<file path="src/rtl/rb_pkg.sv">
// Shared definitions for the register bank: write-operation encodings
// used by the RTL and by the bench.
package rb_pkg;

    typedef enum logic [2:0] {
        MODE_LOAD = 3'd0,
        MODE_INC  = 3'd1,
        MODE_DEC  = 3'd2,
        MODE_ADD  = 3'd3,
        MODE_SHL  = 3'd4,
        MODE_SHR  = 3'd5,
        MODE_CLR  = 3'd6,
        MODE_HOLD = 3'd7
    } rb_mode_e;

endpackage

</file>
<file path="src/rtl/reg_bank_if.sv">
// Bus bundle for reg_bank: one write port with operation select, two
// registered read ports and the port-A sticky-overflow flag.
interface reg_bank_if
    import rb_pkg::*;
#(
    parameter int WIDTH = 16,
    parameter int AW    = 3
);

    logic             load;
    rb_mode_e         mode;
    logic [AW-1:0]    waddr;
    logic [WIDTH-1:0] data_in;
    logic [AW-1:0]    raddr_a;
    logic [AW-1:0]    raddr_b;
    logic             ovf_clr;
    logic [WIDTH-1:0] data_a;
    logic [WIDTH-1:0] data_b;
    logic             ovf_a;

    modport master (
        output load, mode, waddr, data_in, raddr_a, raddr_b, ovf_clr,
        input  data_a, data_b, ovf_a
    );

    modport slave (
        input  load, mode, waddr, data_in, raddr_a, raddr_b, ovf_clr,
        output data_a, data_b, ovf_a
    );

endinterface

</file>
<file path="src/rtl/rb_alu.sv">
// Combinational next-value and overflow computation for one register.
// All arithmetic wraps modulo 2^WIDTH.
module rb_alu
    import rb_pkg::*;
#(
    parameter int WIDTH = 16
) (
    input  logic [WIDTH-1:0] cur,
    input  rb_mode_e         mode,
    input  logic [WIDTH-1:0] operand,
    output logic [WIDTH-1:0] result,
    output logic             ovf
);

    logic [WIDTH:0] sum;

    always_comb begin
        sum    = {1'b0, cur} + {1'b0, operand};
        result = cur;
        ovf    = 1'b0;
        case (mode)
            MODE_LOAD: result = operand;
            MODE_INC: begin
                result = cur + WIDTH'(1);
                ovf    = &cur;
            end
            MODE_DEC: begin
                result = cur - WIDTH'(1);
                ovf    = ~|cur;
            end
            MODE_ADD: begin
                result = sum[WIDTH-1:0];
                ovf    = sum[WIDTH];
            end
            MODE_SHL: begin
                result = {cur[WIDTH-2:0], 1'b0};
                ovf    = cur[WIDTH-1];
            end
            MODE_SHR:  result = {1'b0, cur[WIDTH-1:1]};
            MODE_CLR:  result = '0;
            MODE_HOLD: result = cur;
            default:   result = cur;
        endcase
    end

endmodule

</file>
<file path="src/rtl/reg_bank.sv">
// Register bank with one operate-on-write port, two write-first registered
// read ports and a per-register sticky overflow flag.
module reg_bank
    import rb_pkg::*;
#(
    parameter int WIDTH = 16,
    parameter int DEPTH = 8
) (
    input logic       clk,
    input logic       rst_n,
    reg_bank_if.slave bus
);

    localparam int AW = $clog2(DEPTH);

    logic [WIDTH-1:0] regs_q [DEPTH];
    logic [WIDTH-1:0] regs_d [DEPTH];
    logic [DEPTH-1:0] ovf_q;
    logic [DEPTH-1:0] ovf_d;
    logic [WIDTH-1:0] data_a_q, data_a_d;
    logic [WIDTH-1:0] data_b_q, data_b_d;
    logic             ovf_a_q, ovf_a_d;
    logic [WIDTH-1:0] alu_result;
    logic             alu_ovf;
    logic [AW-1:0]    waddr;

    assign waddr = bus.waddr;

    rb_alu #(.WIDTH(WIDTH)) u_alu (
        .cur     (regs_q[waddr]),
        .mode    (bus.mode),
        .operand (bus.data_in),
        .result  (alu_result),
        .ovf     (alu_ovf)
    );

    // Reads sample the post-write state so a same-cycle write is visible,
    // and ovf_clr is applied last so it beats a simultaneous overflow.
    always_comb begin
        regs_d = regs_q;
        ovf_d  = ovf_q;
        if (bus.load) begin
            regs_d[waddr] = alu_result;
            if (alu_ovf) begin
                ovf_d[waddr] = 1'b1;
            end
        end
        if (bus.ovf_clr) begin
            ovf_d[waddr] = 1'b0;
        end
        data_a_d = regs_d[bus.raddr_a];
        data_b_d = regs_d[bus.raddr_b];
        ovf_a_d  = ovf_d[bus.raddr_a];
    end

    always_ff @(posedge clk or negedge rst_n) begin
        if (!rst_n) begin
            for (int i = 0; i < DEPTH; i++) begin
                regs_q[i] <= '0;
            end
            ovf_q    <= '0;
            data_a_q <= '0;
            data_b_q <= '0;
            ovf_a_q  <= 1'b0;
        end else begin
            regs_q   <= regs_d;
            ovf_q    <= ovf_d;
            data_a_q <= data_a_d;
            data_b_q <= data_b_d;
            ovf_a_q  <= ovf_a_d;
        end
    end

    assign bus.data_a = data_a_q;
    assign bus.data_b = data_b_q;
    assign bus.ovf_a  = ovf_a_q;

endmodule

</file>
<file path="src/flat_wrapper.sv">
// flat-port wrapper written by rule: the top's interface ports become plain ports
module reg_bank_flat import rb_pkg::*;
#(
    parameter int WIDTH = 16,
    parameter int DEPTH = 8
)
  (clk, rst_n, bus_load, bus_mode, bus_waddr, bus_data_in, bus_raddr_a, bus_raddr_b, bus_ovf_clr, bus_data_a, bus_data_b, bus_ovf_a);
  reg_bank_if #(.WIDTH(WIDTH), .AW((3))) bus_i ();
  input logic clk;
  input logic rst_n;
  input wire logic [$bits(bus_i.load)-1:0] bus_load;
  input wire logic [$bits(bus_i.mode)-1:0] bus_mode;
  input wire logic [$bits(bus_i.waddr)-1:0] bus_waddr;
  input wire logic [$bits(bus_i.data_in)-1:0] bus_data_in;
  input wire logic [$bits(bus_i.raddr_a)-1:0] bus_raddr_a;
  input wire logic [$bits(bus_i.raddr_b)-1:0] bus_raddr_b;
  input wire logic [$bits(bus_i.ovf_clr)-1:0] bus_ovf_clr;
  output wire logic [$bits(bus_i.data_a)-1:0] bus_data_a;
  output wire logic [$bits(bus_i.data_b)-1:0] bus_data_b;
  output wire logic [$bits(bus_i.ovf_a)-1:0] bus_ovf_a;
  assign bus_i.load = bus_load;
  assign bus_i.mode = bus_mode;
  assign bus_i.waddr = bus_waddr;
  assign bus_i.data_in = bus_data_in;
  assign bus_i.raddr_a = bus_raddr_a;
  assign bus_i.raddr_b = bus_raddr_b;
  assign bus_i.ovf_clr = bus_ovf_clr;
  assign bus_data_a = bus_i.data_a;
  assign bus_data_b = bus_i.data_b;
  assign bus_ovf_a = bus_i.ovf_a;
  reg_bank #(.WIDTH(WIDTH), .DEPTH(DEPTH)) u_core (.clk(clk), .rst_n(rst_n), .bus(bus_i));
endmodule
</file>
<file path="config.mk">
export PLATFORM = sky130hd
export DESIGN_NAME = reg_bank_flat
export DESIGN_NICKNAME = d
export VERILOG_FILES = /design/src/rtl/rb_pkg.sv /design/src/rtl/reg_bank_if.sv /design/src/rtl/rb_alu.sv /design/src/rtl/reg_bank.sv /design/src/flat_wrapper.sv
export SDC_FILE = /design/constraint.sdc
export NUM_CORES = 1
export LEC_CHECK = 0
export BUFFER_PORTS_ARGS = -buffer_cell sky130_fd_sc_hd__buf_4
export CAP_MARGIN = 20
export CORE_MARGIN = 4
export CORE_UTILIZATION = 55
export CTS_CLUSTER_DIAMETER = 30
export DETAILED_ROUTE_END_ITERATION = 10
export PLACE_DENSITY_LB_ADDON = 0.12
export RECOVER_POWER = 100
export SLEW_MARGIN = 20
export SYNTH_ARGS = -nofsm -noshare
export SYNTH_HDL_FRONTEND = slang
export SYNTH_HIERARCHICAL = 1
export SYNTH_SLANG_ARGS = --single-unit
</file>
<file path="constraint.sdc">
create_clock -name clk -period 5.2 [get_ports clk]
set_input_delay 0.78 -clock clk [delete_from_list [all_inputs] [get_ports clk]]
set_output_delay 0.78 -clock clk [all_outputs]
set_load 0.1 [all_outputs]
</file>
# Word level (Yosys, flattened, before mapping)
# Cells that the tools add are included.
dict set report word_totals {
  out_inout_bits 33
  regBits 169
  word_cells 63
  in_bits 32
}
dict set report op_classes {
  reduce_logical 6
  n_bitwise 6
  mux 22
  n_addsub 3
  n_lt_le_gt_ge 7
  eq_ne 7
}
# cell count
set ops {}
lappend ops {{16-bit binary-select mux with 3-bit select} 3}
lappend ops {{128-bit bitwise mux} 1}
lappend ops {{128-bit two-way mux} 1}
lappend ops {{16-bit one-hot mux with 8 select lines} 1}
lappend ops {{16-bit two-way mux} 7}
lappend ops {{16-bit demux with 3-bit select} 1}
lappend ops {{8-bit two-way mux} 3}
lappend ops {{16-bit by 16-bit adder with 17-bit output} 1}
lappend ops {{16-bit by 1-bit adder with 16-bit output (second input constant)} 1}
lappend ops {{16-bit AND reduction} 1}
lappend ops {{16-bit OR reduction} 1}
lappend ops {{16-bit by 1-bit subtractor with 16-bit output (second input constant)} 1}
lappend ops {{3-bit == test (second input constant)} 4}
lappend ops {{4-bit greater-or-equal comparator (second input constant)} 3}
lappend ops {{3-bit NOT with 4-bit output} 3}
lappend ops {{8-bit AND} 1}
lappend ops {{3-bit by 4-bit < comparator with 1-bit output (second input constant)} 2}
lappend ops {{8-bit NOT} 1}
lappend ops {{8-bit bitwise OR} 1}
lappend ops {{3-bit by 2-bit == test with 1-bit output (second input constant)} 2}
lappend ops {{4-bit by 1-bit < comparator with 1-bit output (second input constant)} 1}
lappend ops {{1-bit one-hot mux with 4 select lines} 1}
lappend ops {{1-bit binary-select mux with 3-bit select} 1}
lappend ops {{1-bit demux with 3-bit select} 1}
lappend ops {{other kinds (6)} 8}

# Logic depth before layout (Yosys ltp)
dict set report logic_depth {
  ltp_word 13
  ltp_mapped 21
  ltp_nobuf 18
}

# By module
# Netlist, hierarchy kept.
# mod n_inst area_each_um2 seq_area_each_um2 cells_per_inst
set by_module_without_submodules {}
lappend by_module_without_submodules {reg_bank 1 9516.6 4229.1 870}
lappend by_module_without_submodules {rb_alu 1 2162.1 0.0 336}

# Worst setup path after synthesis
# Ideal clock, no wire load.
dict set report synth_timing {
  path_type {input -> register}
  startpoint {in bus_waddr[1]}
  endpoint {reg u_core.data_b_q[12], in the netlist u_core/bus.data_b[12]}
  stages 20
  arrival_ns 5.164
  path_buffers 6
  slack_ns -0.104
  setup_ns 0.140
  required_time_ns 5.060
  cell_sequence {buf_6 -> buf_6 -> buf_2 -> clkbuf_1 -> clkbuf_1 -> a221oi_1 -> o21ai_0 -> ha_1 -> inv_1 -> fa_1 -> nor2b_1 -> o31a_1 -> o21ai_0 -> a21boi_0 -> nor3_1 -> or3b_2 -> clkbuf_1 -> mux2_2 -> a221oi_1 -> o211ai_1}
}
# item line
set synth_rtl {}
lappend synth_rtl {{start, declared} flat_wrapper.sv:13} ;# input wire logic [$bits(bus_i.waddr)-1:0] bus_waddr;
lappend synth_rtl {{end signal, assigned} reg_bank.sv:69} ;# data_b_q <= data_b_d;
lappend synth_rtl {{end, declared} reg_bank.sv:21} ;# logic [WIDTH-1:0] data_b_q, data_b_d;

==> impl_metrics.tcl <==
set metrics [dict create \
    status "complete, but fails checks" \
    violations "max-capacitance violations, max-slew violations" \
    die_h_um 154 \
    insertedDiodeCount 0 \
    totalPowerFinal_uw 6330 \
    pin_count 65 \
    portBuffers 64 \
    postRouteAntennaNets 0 \
    p_sw_uw 2880 \
    cts-root-buf "clkbuf_16" \
    clk_latency_ns 0.45 \
    dr.pass1.iters 8 \
    setup-tns-final_ns 0 \
    synthesis.area_um2 11700 \
    grt_use_total 0.355 \
    synth_top_area_share 0.362 \
    synthArstFlopShare 1.00 \
    power_frac_comb 0.451 \
    critPathRequiredTime_ns 5.52 \
    fin_skew_ns 0.0161 \
    grt_max_degree 98 \
    cts_tree "yes" \
    nNetsFinal 1331 \
    synthCells 1206 \
    grt_pass1_wl_mm 65.0 \
    drive_gt1_frac 0.217 \
    area_growth_pct 13.2 \
    num_rows 53 \
    pwr-share-clk 0.204 \
    yosysTopAreaCell "dfrtp_1" \
    slew_headroom -0.719 \
    start_util 0.557 \
    sw_frac_of_total 0.455 \
    cp_cell_sequence "buf_4, buf_4, clkbuf_1, mux2i_1, nor2_1, a21oi_1, o221ai_1, or4_1, nor4_1, a21oi_1, mux2i_1, o22ai_1, or3b_2, mux2_2, a32o_1, a221oi_1, o211ai_1" \
    wl_per_cell_um 27.1 \
    synthDistinctLibCells 80 \
    clkSinkCount 169 \
    cts_setup_buffers 0 \
    dpl.hpwl_mm 28.4 \
    pwr-share-seq 0.345 \
    avgSynthCellArea_um2 9.68 \
    setup_viol 0 \
    cp_max_fo 11 \
    vias 11300 \
    synth.top_cells.by_count "dfrtp_1, mux2_2, o21ai_0, nor2_1, o22ai_1" \
    synthesis.nets 1256 \
    yosysMostFrequentCell "dfrtp_1" \
    drtIter0Drc 1772 \
    hold_buffers 0 \
    clkSlewWorstSetupHoldPaths_ns 0.08 \
    ir_drop_uv 380 \
    internal-power_uw 3450 \
    yosysWarnings 6 \
    path_class "in2reg" \
    drc_errors 0 \
    slowest_delay_ns 0.67 \
    synth_seq_cells 169 \
    max_cap_viol_count 3 \
    grt_pass1_vias 10900 \
    worstMarginPinSlew_ns 2.58 \
    fmax_mhz 197 \
    core_area_um2 21000 \
    synthTopCellsByArea "dfrtp_1, mux2_2, o21ai_0, o22ai_1, mux2i_1" \
    clock_path_buffers 2 \
    cts-buffers-inserted 17 \
    cp.arrival_ns 5.41 \
    critPathTopFamily "simple AND/OR/NAND/NOR gates" \
    routed_wl_mm 42.6 \
    rsz0062_at_grt "no" \
    cp.buffers_inverters 3 \
    worstHoldPathType "reg2reg" \
    final_area_um2 13200 \
    via_per_inst 7.18 \
    slowest_stage "or4_1" \
    place_area_um2 12800 \
    cp-end-kind "register" \
    die_area_um2 23600 \
    synth_edf_count 0 \
    power_density_nw_per_um2 479 \
    yosys_most_used_dff "dfrtp_1" \
    ys_seq_area_frac 0.362 \
    cts_resized 0 \
    die_width_um 154 \
    start_kind "primary input" \
    period_minus_slack_ns 5.09 \
    slew_violations 174 \
    finalHoldViolations 0 \
    overflow 0 \
    antenna_found_initial 0 \
    leakage_uw 0.00557 \
    min_period_over_period 0.978 \
    cts.htree.levels 4 \
    place_congestion 0.968 \
]
cell type report:
type	count	area (um^2)
fill	1779	7740
multi-input combinational	902	6850
sequential	169	4230
timing repair buffer	173	1140
clock buffer	18	439
tap	275	344
clock inverter	14	151
inverter	18	67.6
stage by stage:
step                worst slack (ns)  cells  utilization  hold slack [ns]
floorplan                     0.0939   1206            -            0.484
detailed placement            -0.124   1537        0.613            0.515
CTS                            0.338   1569        0.641            0.482
global placement              -0.128   1537        0.613            0.506
global route                  0.0539   1569        0.631            0.561
finish                         0.112   1569        0.631            0.533
flip-flops by register name, indices dropped and copies added, names as in the netlist:
| signal | cells |
|---|---|
| u_core/bus.ovf_a | 1 |
| u_core/regs_q | 128 |
| u_core/bus.data_b | 16 |
| u_core/bus.data_a | 16 |
| u_core/ovf_q | 8 |
logic make-up (layout without fill, tap and decap cells):
family          Yosys count  after routing  synth area share
compound gates          392            392             0.227
xor+xnor                 22             22            0.0165
fa+ha+maj                19             19            0.0208
buf+inv                 135            223            0.0535
flops                   169            169             0.362
mux                     198            198             0.194
simple gates            271            271             0.126
cell usage in the layout (no fill, tap or decap), types with 9 or more instances in the layout:
cell | synthesis | routed
mux2_1 | 0 | 47
dfrtp_1 | 169 | 169
clkbuf_16 | 0 | 17
o21ai_0 | 106 | 106
or3_1 | 22 | 22
xor2_1 | 9 | 9
o32ai_1 | 16 | 16
a32oi_1 | 18 | 18
mux2_2 | 138 | 92
a221oi_1 | 32 | 32
buf_4 | 4 | 113
clkbuf_1 | 73 | 52
nand2_1 | 50 | 50
a31oi_1 | 12 | 12
xnor2_1 | 13 | 13
nor2_1 | 87 | 85
ha_1 | 17 | 17
inv_1 | 18 | 18
mux2i_1 | 50 | 50
nand3_1 | 15 | 15
nor3_1 | 13 | 12
o211ai_1 | 19 | 19
o21a_1 | 9 | 9
a21oi_1 | 32 | 32
o22ai_1 | 83 | 83
a22oi_1 | 10 | 10
a32o_1 | 15 | 15
nand4_1 | 9 | 9
worst paths after layout:
| path | startpoint | endpoint | slack (ns) | cells after the start |
|---|---|---|---|---|
| worst min register to register | u_core/ovf_q[5]$_DFF_PN0_ | u_core/ovf_q[5]$_DFF_PN0_ | 0.53 | 2 |
| worst min-delay path | u_core/ovf_q[5]$_DFF_PN0_ | u_core/ovf_q[5]$_DFF_PN0_ | 0.53 | 2 |
| worst max-delay path | bus_waddr[0] | u_core/bus.data_b[12]$_DFF_PN0_ | 0.11 | 17 |
| worst max register to register | u_core/regs_q[68]$_DFF_PN0_ | u_core/bus.data_b[10]$_DFF_PN0_ | 0.59 | 14 |
| max in group asynchronous | rst_n | u_core/regs_q[66]$_DFF_PN0_ | 1.13 | 2 |
| min in group asynchronous | rst_n | u_core/bus.data_a[8]$_DFF_PN0_ | 1.11 | 1 |
power groups by stage:
stage / Sequential, uW / Combinational (uW) / Clock [uW]
after floorplan: 2580 / 1590 / 0
after global placement: 2170 / 2880 / 0
after detailed placement: 2170 / 2920 / 0
after CTS: 2150 / 2930 / 1300
after global routing: 2210 / 3050 / 1350
final: 2190 / 2850 / 1290
metal layers:
layer  wire (um)  GRT usage  share of wire
met1       16500      0.468           0.39
met2       18500      0.543           0.43
met3        5110     0.0918           0.12
met4        2460      0.180          0.058
met5           0          0              0
worst register-to-register path: stages, from the launching register on:
cell and delay [ns]:
dfrtp_1 0.42, mux2_2 0.28, a221oi_1 0.26, o21ai_0 0.16, clkbuf_1 0.33, or3_1 0.49
or4_4 0.44, o31ai_1 0.28, xor2_1 0.13, a222oi_1 0.38, o31ai_1 0.29, clkbuf_1 0.23
mux2_2 0.30, a221oi_1 0.33, o211ai_1 0.16
Power figures use the tool's default switching activity.
